$ cat config.mk
export PLATFORM = sky130hd
export DESIGN_NAME = afe_tot_multi
export DESIGN_NICKNAME = d
export VERILOG_FILES = /design/src/rtl/afe_tot_multi.sv
export SDC_FILE = /design/constraint.sdc
export NUM_CORES = 1
export LEC_CHECK = 0
export CORE_MARGIN = 2
export CORE_UTILIZATION = 60
export CTS_BUF_LIST = sky130_fd_sc_hd__clkbuf_16
export DETAILED_ROUTE_END_ITERATION = 12
export PLACE_DENSITY = 0.79
export SETUP_SLACK_MARGIN = 0.02
export SYNTH_ARGS = -nofsm -noshare
export SYNTH_HDL_FRONTEND = slang
export SYNTH_SLANG_ARGS = --single-unit
$ cat constraint.sdc
create_clock -name CLK -period 3.6 [get_ports CLK]
set_clock_uncertainty 0.15 [all_clocks]
set_input_delay 0.72 -clock CLK [delete_from_list [all_inputs] [get_ports CLK]]
set_output_delay 0.72 -clock CLK [all_outputs]
set_load 0.005 [all_outputs]
$ cat src/rtl/afe_tot_multi.sv
// Purpose : multi-channel time-over-threshold capture of the first comparator pulse
//           per injection window, plus an SPI slave for readout and a GPIO register.
// Latency : 2-FF synchroniser + 1 registered transition (HIT 3 CLK after COMP rise);
//           MISO moves 3-4 CLK after an SCLK fall.
// Backpressure: none; the SPI master paces reads, channels count free-running.
//
// Ports:
//   CLK, RST            single clock, synchronous active-high reset
//   INJ_IN / INJ_OUT    injection window in, combinational pass-through out
//   COMP[N_CH]          async comparator outputs; HIT[N_CH] per-channel hit, LED = |HIT
//   SCLK, CS_B, MOSI    SPI mode-0 slave inputs (oversampled); MISO serial read data
//   GPIO[8]             register loaded with the last 8 MOSI bits of a frame
module afe_tot_multi #(
  parameter int N_CH  = 4,
  parameter int CNT_W = 8
) (
  input  logic            CLK,
  input  logic            RST,
  input  logic            INJ_IN,
  input  logic [N_CH-1:0] COMP,
  output logic [N_CH-1:0] HIT,
  output logic            INJ_OUT,
  input  logic            SCLK,
  input  logic            CS_B,
  input  logic            MOSI,
  output logic            MISO,
  output logic [7:0]      GPIO,
  output logic            LED
);

  localparam int FRAME_W = N_CH * (CNT_W + 1);
  localparam logic [CNT_W-1:0] CNT_MAX = '1;

  typedef enum logic [1:0] {IDLE, ARMED, COUNT, DONE} state_t;

  // ---------------------------------------------------------------- synchronisers
  logic            inj_s1, inj_s;
  logic [N_CH-1:0] comp_s1, comp_s;
  logic            sclk_s1, sclk_s, sclk_d;
  logic            cs_s1, cs_s, cs_d;
  logic            mosi_s1, mosi_s;

  // cs syncs reset low: if CS_B is still asserted when RST drops, no falling
  // edge is seen, so an aborted frame cannot restart half-way through.
  always_ff @(posedge CLK) begin
    if (RST) begin
      inj_s1  <= 1'b0;  inj_s   <= 1'b0;
      comp_s1 <= '0;    comp_s  <= '0;
      sclk_s1 <= 1'b0;  sclk_s  <= 1'b0;  sclk_d <= 1'b0;
      cs_s1   <= 1'b0;  cs_s    <= 1'b0;  cs_d   <= 1'b0;
      mosi_s1 <= 1'b0;  mosi_s  <= 1'b0;
    end else begin
      inj_s1  <= INJ_IN;   inj_s  <= inj_s1;
      comp_s1 <= COMP;     comp_s <= comp_s1;
      sclk_s1 <= SCLK;     sclk_s <= sclk_s1;  sclk_d <= sclk_s;
      cs_s1   <= CS_B;     cs_s   <= cs_s1;    cs_d   <= cs_s;
      mosi_s1 <= MOSI;     mosi_s <= mosi_s1;
    end
  end

  logic cs_fall, cs_rise, sclk_fall, sclk_rise;
  assign cs_fall   =  cs_d   & ~cs_s;
  assign cs_rise   = ~cs_d   &  cs_s;
  assign sclk_fall =  sclk_d & ~sclk_s;
  assign sclk_rise = ~sclk_d &  sclk_s;

  // ---------------------------------------------------------------- TOT channels
  state_t           st  [N_CH];
  logic [CNT_W-1:0] cnt [N_CH];
  logic [N_CH-1:0]  ovf;

  always_ff @(posedge CLK) begin
    for (int i = 0; i < N_CH; i++) begin
      if (RST || !inj_s) begin
        st[i]  <= IDLE;
        cnt[i] <= '0;
        ovf[i] <= 1'b0;
      end else begin
        case (st[i])
          IDLE:  st[i] <= ARMED;
          ARMED: if (comp_s[i]) begin
                   st[i]  <= COUNT;
                   cnt[i] <= {{(CNT_W-1){1'b0}}, 1'b1};
                 end
          COUNT: if (comp_s[i]) begin
                   if (cnt[i] == CNT_MAX) ovf[i] <= 1'b1;
                   else                   cnt[i] <= cnt[i] + 1'b1;
                 end else begin
                   st[i] <= DONE;
                 end
          default: st[i] <= DONE;  // DONE holds until the window closes
        endcase
      end
    end
  end

  logic [N_CH-1:0] hit;
  always_comb begin
    hit = '0;
    for (int i = 0; i < N_CH; i++) hit[i] = (st[i] == COUNT) || (st[i] == DONE);
  end

  assign HIT     = hit;
  assign LED     = |hit;
  assign INJ_OUT = INJ_IN;

  // ---------------------------------------------------------------- SPI slave
  // Snapshot layout, MSB first on the wire: cnt[0] .. cnt[N_CH-1], ovf[N_CH-1:0].
  logic [FRAME_W-1:0] snap;
  always_comb begin
    snap = '0;
    for (int i = 0; i < N_CH; i++) snap[FRAME_W-1-i*CNT_W -: CNT_W] = cnt[i];
    snap[N_CH-1:0] = ovf;
  end

  logic [FRAME_W-1:0] sr_out;
  logic [7:0]         sr_in;
  logic [3:0]         bit_cnt;   // saturates at 8
  logic               frame_ok;  // set only by a cs fall seen outside reset
  logic [7:0]         gpio;

  always_ff @(posedge CLK) begin
    if (RST) begin
      sr_out   <= '0;
      sr_in    <= '0;
      bit_cnt  <= '0;
      frame_ok <= 1'b0;
      gpio     <= '0;
    end else if (cs_fall) begin
      sr_out   <= snap;
      bit_cnt  <= '0;
      frame_ok <= 1'b1;
    end else if (cs_rise) begin
      // Clearing sr_out keeps leftovers of a short frame off MISO next time.
      sr_out   <= '0;
      frame_ok <= 1'b0;
      if (frame_ok && bit_cnt == 4'd8) gpio <= sr_in;
    end else if (!cs_s && frame_ok) begin
      // Zeros shift in behind the frame, so MISO reads 0 once it is exhausted.
      if (sclk_fall) sr_out <= {sr_out[FRAME_W-2:0], 1'b0};
      if (sclk_rise) begin
        sr_in <= {sr_in[6:0], mosi_s};
        if (bit_cnt != 4'd8) bit_cnt <= bit_cnt + 4'd1;
      end
    end
  end

  assign MISO = ~cs_s & sr_out[FRAME_W-1];
  assign GPIO = gpio;

endmodule

==> run metrics, run 1 <==
Least-Margin Pin Slew 1.354 ns; simple-gate area share of the yosys netlist 19.68%; Port Buf Inserts 24; Final setup viols 0; primary flip-flop cell chosen by synthesis mapping dfxtp_1; I/O pin count 25; Worst setup SP type flip-flop; grt met3 use 6.033%; post_cts resized 0; crit end category output port; Critical Path RT 2.73 ns; Fin Setup TNS 0 ns; wire length per cell 17.36 um; drt drc 0; ANT cells 0; Worst Setup SP st[2][1]; Comb pwr share 4.9%; Synth Register Bits 119; number of flops mapped to enable cells by yosys 40; Finished Layout Cells 707; Max FO, Critical Path 5; Die ar. 0.01016 sq mm; fin crit share 76.76%; sequential share of the synthesized area 49.51%; initial antenna violation count 0; Via density 6.525; Synth Area in Adders 1.781%; Final min period 2.763 ns; first-pass GRT wire length 20800 um; Post-Syn Area per Cell 9.674 sq um; most frequent cells in the layout dfxtp_1 (79), inv_1 (43), nor3b_1 (42); Root Driver clkbuf_16; die height 100.8 um; gr usage total 25.47%; hold crit path type flip-flop to flip-flop; Fmax 0.3619 GHz; post-DP HPWL 7414 um; Critical Path AT 1.89 ns; library cells used by synthesis 44; die width 100.8 um; Worst Setup EP LED; worst reg2reg endpoint cnt[1][0]; GR Util met1 33.95%; xor/xnor share of the synthesized area 1.870%; TritonCTS clock tree yes; Async SR Flop Fraction 0%; busiest grt layer met2; P_int 2.615 mW; Worst VDD drop 0.3469 mV; LEAKAGE 2.190 nW; crit path kind flip-flop to output port; DP Cell Count 675; post-route ant nets 0; share of layout cells above drive strength 1 7.383%; hold slack 0.2863 ns; largest net degree at the start of global routing 73; clock group share of total power 51.5%; Placeable Area 0.009153 sq mm; # H-tree levels 4; PD cells 518.7 mW/mm^2; clock sinks 119; Post-Syn Area 0.005620 sq mm; fin. max-slew vios 0; GRT overflow 0; relative slew slack 9.536%; post-CTS setup buffer count 0; cts hold-fix bufs 0; YS warnings 0; Placed Instance Area 0.005866 sq mm; Initial Utilization 61.41%; Longest Clk Path Bufs 2; switch share 22.20%; status completed; synth-to-layout area growth 15.27%; slack of the worst reg-to-reg path 1.20 ns; Final nets 601; Post-Route WL 12280 um; RSZ-0062 raised after global routing no; Compound-Gate Fraction of Synth Area 19.72%; Psw 0.7459 mW; commonest non-fill, non-tap cell in the layout dfxtp_1; Worst-Skew Late Latency 0.40 ns; vias in the first global route 4344; Seq pwr share 43.6%; worst r2r src cnt[1][0]; reg2reg path depth 4; largest family of logic cells by synthesized area compound AO/OA/AOI/OAI gates; Iter 0 DRT Violations 315; Design Area, Final 0.006479 sq mm; cts bufs inserted 17; gpl congestion 0.8413; Cell Rows 35; M2 GR Usage 41.18%; Synth Instances 581; TritonRoute pass-1 iters 5; Hold Vio Cnt, Final 0; via count 4613; syn_nets 599; mux cell area share after synthesis 0.8905%; Fill cells 644; Max-Cap Viols 0; clock transition at the registers of the reported paths 0.05 ns
## synthesized netlist by cell type (all sizes together), types with 4 or more instances
master | instances | area share (%)
nand2 | 20 | 1.3
a311oi | 35 | 5.5
clkbuf | 34 | 2.3
edfxtp | 40 | 21
nor2b | 28 | 3.1
buf | 16 | 1.4
xnor2 | 4 | 0.62
ha | 8 | 1.8
o31ai | 7 | 0.93
xor2 | 8 | 1.2
or4 | 4 | 0.53
a211oi | 6 | 0.80
mux2i | 5 | 0.89
and3b | 4 | 0.62
nand3b | 4 | 0.53
nand4 | 5 | 0.56
nand3 | 35 | 3.1
inv | 43 | 2.9
a21oi | 25 | 2.2
nor2 | 16 | 1.1
nor3b | 42 | 5.6
dfxtp | 79 | 28
nor3 | 13 | 1.2
a221oi | 35 | 5.5
or3 | 8 | 0.89
o21ai | 35 | 3.1
## metrics by stage
stage | setup slack, ns | util (%) | power [mW]
finish | 0.8368 | 70.79 | 3.360
global route | 0.8003 | 70.79 | 3.474
CTS | 0.8247 | 70.79 | 3.374
detailed placement | 0.7749 | 64.09 | 1.655
global placement | 0.8529 | 64.09 | 1.648
floorplan | 1.233 | - | 1.608
## power groups by stage
| stage | sequential [mW] | clock [mW] | combinational, mW |
|---|---|---|---|
| 6_report | 1.46 | 1.73 | 0.166 |
| 3_5_place_dp | 1.49 | 0 | 0.164 |
| 5_1_grt | 1.47 | 1.82 | 0.187 |
| 3_3_place_gp | 1.49 | 0 | 0.160 |
| 4_1_cts | 1.46 | 1.75 | 0.166 |
| 2_1_floorplan | 1.48 | 0 | 0.128 |
## worst max-delay path: stages, from the launching register on
cell and delay, ns:
edfxtp_1 0.46, or4_1 0.57, clkdlybuf4s50_1 0.47
## layout make-up
class                   count  area, sq um  share of cell area (%)
flip-flops and latches    119         2783                   42.95
inverters                  43        161.4                   2.491
multi-input cells         369         2480                   38.28
well taps                 111        138.9                   2.144
clock inverters            13        137.6                   2.124
clock buffers              19        475.5                   7.339
repair buffers             33        302.8                   4.674
## sequential cells by signal, indices dropped and copies added (netlist names), 4 cells and up
register,flops
GPIO,8
bit_cnt,4
cnt,32
comp_s,4
comp_s1,4
ovf,4
sr_in,8
sr_out,36
st,8
## worst min path at each step
stage / start / end / slack (ns) / depth (start not counted)
2_1_floorplan: comp_s1[0] / comp_s[0] / 0.26 / 1
6_report: mosi_s1 / mosi_s / 0.29 / 1
4_1_cts: mosi_s1 / mosi_s / 0.29 / 1
5_1_grt: inj_s1 / inj_s / 0.30 / 1
3_3_place_gp: cs_s1 / cs_s / 0.27 / 1
3_5_place_dp: mosi_s1 / mosi_s / 0.27 / 1
## layer usage
layer / part of all wire, % / vias up
met5: 0 / -
met4: 1.2 / 0
met3: 5.4 / 16
met2: 49 / 160
met1: 45 / 2247
li1: - / 2190
## logic make-up after synthesis
kind of cell               Yosys count
AOI/OAI and AO/OA                  156
xor gates and xnor gates            12
adders and majority gates            8
buffers and inverters               93
DFF                                119
muxes                                5
and+or+nand+nor                    188
Note: power is estimated with default switching activity, not from simulation.
==> inputs of run 2 (changes only) <==
clock period = 2.7 ns   (was 3.6 ns; I/O delays follow)
==> run metrics, run 2 (synthesis gave the netlist of run 1 again) <==
Max FO, Critical Path 5; Design Power 4.583 mW; Post-Route WL 12480 um; clock sinks 119; Critical Path RT 2.01 ns; Longest Clk Path Bufs 2; gpl congestion 0.9414; TritonCTS clock tree yes; share of layout cells above drive strength 1 8.595%; hold crit path type flip-flop to flip-flop; status completed; Initial Utilization 61.41%; Worst-Skew Late Latency 0.41 ns; worst setup margin 0.1201 ns; synth-to-layout area growth 17.79%; Worst VDD drop 0.5434 mV; wire length per cell 17.43 um; I/O pin count 25; Placeable Area 0.009153 sq mm; PD cells 692.2 mW/mm^2; crit path kind flip-flop to output port; commonest non-fill, non-tap cell in the layout dfxtp_1; first-pass GRT wire length 21280 um; Die ar. 0.01016 sq mm; clock transition at the registers of the reported paths 0.06 ns; largest net degree at the start of global routing 73; die width 100.8 um; Max-Cap Viols 0; # H-tree levels 4; TritonRoute pass-1 iters 4; post-place setup slack 0.1308 ns; cts hold-fix bufs 0; GRT overflow 0; RSZ-0062 raised after global routing no; Critical Path AT 1.89 ns; hold path start mosi_s1; post-route ant nets 0; Fin Setup TNS 0 ns; cts bufs inserted 17; vias in the first global route 4509; fin crit share 95.55%; crit end category output port; LEAKAGE 2.251 nW; max reg flops 36; relative slew slack 23.29%; die height 100.8 um; slack of the worst reg-to-reg path 0.30 ns; ANT cells 0; Cell Rows 35; Iter 0 DRT Violations 274; via count 4607; Top Registers sr_out (36), cnt (32); initial antenna violation count 0; Worst Setup SP st[2][1]; Fmax 0.3876 GHz; Final min period 2.580 ns; post-CTS setup buffer count 0; Root Driver clkbuf_16; Final nets 610; Least-Margin Pin Slew 1.139 ns; largest reg by FF count sr_out; hold slack 0.2907 ns; worst r2r src cnt[0][0]; Via density 6.434; fin. max-slew vios 0; most frequent cells in the layout dfxtp_1 (79), inv_1 (43), nor3b_1 (42); Hold Vio Cnt, Final 0; gr usage total 26.29%; post-DP HPWL 7737 um; utilization after layout 72.33%; drt drc 0; Port Buf Inserts 24; Final setup viols 0; Worst setup SP type flip-flop; post_cts resized 0
run 2: layout make-up:
cell class	instances	area, sq um
repair buffers	42	432.9
well taps	111	138.9
clock buffers	17	425.4
multi-input cells	369	2477
flip-flops and latches	119	2783
inverters	43	161.4
clock inverters	15	201.4
fillers	659	2532
run 2: layer usage:
layer	wire [um]	track usage [%]	up-vias
li1	-	-	2196
met1	5375	33.54	2244
met2	6235	42.21	145
met3	652	7.559	22
met4	218	10.43	0
met5	0	0	-
run 2: critical path: stages (launching register included):
cell and delay (ns):
edfxtp_1 0.46, or4_1 0.56, clkdlybuf4s50_1 0.46
run 2: final timing paths:
check                                  to  cells past startpoint
worst max-delay path                  LED                      2
worst min-delay path               mosi_s                      1
worst max register to register  cnt[0][6]                      4
worst min register to register     mosi_s                      1
run 2: power by group:
group | internal [mW] | switching, mW
clock network | 1.55 | 0.850
registers | 1.91 | 0.0426
logic | 0.111 | 0.123
run 2: through the flow:
stage | cell area [sq um] | std cells
after CTS | 6620 | 716
after floorplan | 5620 | 581
final | 6620 | 716
after global placement | 5993 | 684
after detailed placement | 5993 | 684
after global routing | 6620 | 716
==> inputs of run 3 (changes only) <==
clock period = 2.49 ns   (was 2.7 ns; I/O delays follow)
==> run metrics, run 3 (synthesis gave the netlist of run 1 again) <==
gpl congestion 0.8301; drt drc 0; Top Registers sr_out (36), cnt (32); delay of the slowest cell on the worst path 0.89 ns; status completed; Via density 6.448; Final setup viols 0; most frequent cells in the layout dfxtp_1 (79), inv_1 (43), nor3b_1 (42); CP Cell Sequence ha_1 > nand3_1 > nor2_1 > o21ai_0; fin. max-slew vios 0; commonest non-fill, non-tap cell in the layout dfxtp_1; crit path kind flip-flop to flip-flop; PD cells 727.3 mW/mm^2; # H-tree levels 4; Worst-Skew Late Latency 0.42 ns; largest reg by FF count sr_out; crit end category flip-flop; TritonRoute pass-1 iters 5; hold crit path type flip-flop to flip-flop; I/O pin count 25; Worst VDD drop 0.4158 mV; RSZ-0062 raised after global routing no; Port Buf Inserts 24; GRT overflow 0; synth-to-layout area growth 17.70%; LEAKAGE 2.286 nW; slowest stage cell, crit path o21ai_0; multi-input logic area 0.002477 sq mm; via count 4662; Die ar. 0.01016 sq mm; Final min period 2.304 ns; Critical Path RT 2.37 ns; post-DP HPWL 7585 um; Max-Cap Viols 0; Fmax 0.4341 GHz; die width 100.8 um; Reg area 0.002783 sq mm; TritonCTS clock tree yes; relative slew slack 22.66%; die height 100.8 um; Iter 0 DRT Violations 313; first-pass GRT wire length 21760 um; critical path's top delay family compound AO/OA/AOI/OAI gates; Fin Setup TNS 0 ns; Cell Rows 35; clock transition at the registers of the reported paths 0.06 ns; share of layout cells above drive strength 1 9.804%; Max FO, Critical Path 8; Worst setup SP type flip-flop; wire length per cell 17.52 um; Initial Utilization 61.41%; Post-Route WL 12660 um; cts bufs inserted 17; largest net degree at the start of global routing 73; cts hold-fix bufs 0; Hold Vio Cnt, Final 0; Final nets 617; Fill cells 643; CP bufs+invs 0; Placeable Area 0.009153 sq mm; initial antenna violation count 0; Root Driver clkbuf_16; post-route ant nets 0; gr usage total 27.02%; Least-Margin Pin Slew 1.148 ns; fin crit share 92.52%; Critical Path AT 2.19 ns; Design Power 4.811 mW; max reg flops 36; Longest Clk Path Bufs 2; vias in the first global route 4454; clock sinks 119; ANT cells 0
## run 3: per-layer routing
metal  vias up  global-route usage [%]  routed length (um)
met5         -                       0                   0
met2       152                   44.92                6405
met4         0                   8.430                 173
li1       2211                       -                   -
met1      2282                   34.59                5498
met3        17                   7.004                 587
## run 3: timing repair
| item | in CTS | in global routing |
|---|---|---|
| gates resized for setup | 0 | 1 |
| endpoints found under the setup margin | 1 | 1 |
| setup buffers | 2 | 2 |
## run 3: area by class of cell
| type | count | area share (%) |
|---|---|---|
| clock buffer | 17 | 6.431 |
| clock inverter | 15 | 2.516 |
| inverter | 43 | 2.440 |
| multi-input combinational | 369 | 37.45 |
| sequential | 119 | 42.07 |
| tap | 111 | 2.099 |
| timing repair buffer | 49 | 6.998 |
## run 3: metrics by stage
stage | hold WS, ns | setup WS, ns | area [sq um] | std cells | utilization, %
4_1_cts | 0.2903 | 0.02307 | 6598 | 721 | 72.08
6_report | 0.2879 | 0.1862 | 6615 | 723 | 72.28
3_5_place_dp | 0.2751 | 0.2123 | 5991 | 687 | 65.45
3_3_place_gp | 0.2683 | 0.2531 | 5991 | 687 | 65.45
5_1_grt | 0.3124 | 0.05803 | 6615 | 723 | 72.28
2_1_floorplan | 0.2638 | 0.3446 | 5620 | 581 | -
## run 3: worst reg2reg max path, cell delays in order (launching register included)
cell and delay, ns:
edfxtp_1 0.42, ha_1 0.26, nand3_1 0.13, nor2_1 0.06, o21ai_0 0.89
## run 3: report_power, final
group,internal (mW),switching (mW)
registers,2.07,0.0463
logic,0.117,0.133
clock network,1.49,0.953
## run 3: worst paths after layout
path	start	end	slack, ns	cells past startpoint
max	cnt[0][1]	cnt[0][6]	0.19	4
min reg2reg	inj_s1	inj_s	0.29	1
min	inj_s1	inj_s	0.29	1
max reg2reg	cnt[0][1]	cnt[0][6]	0.19	4
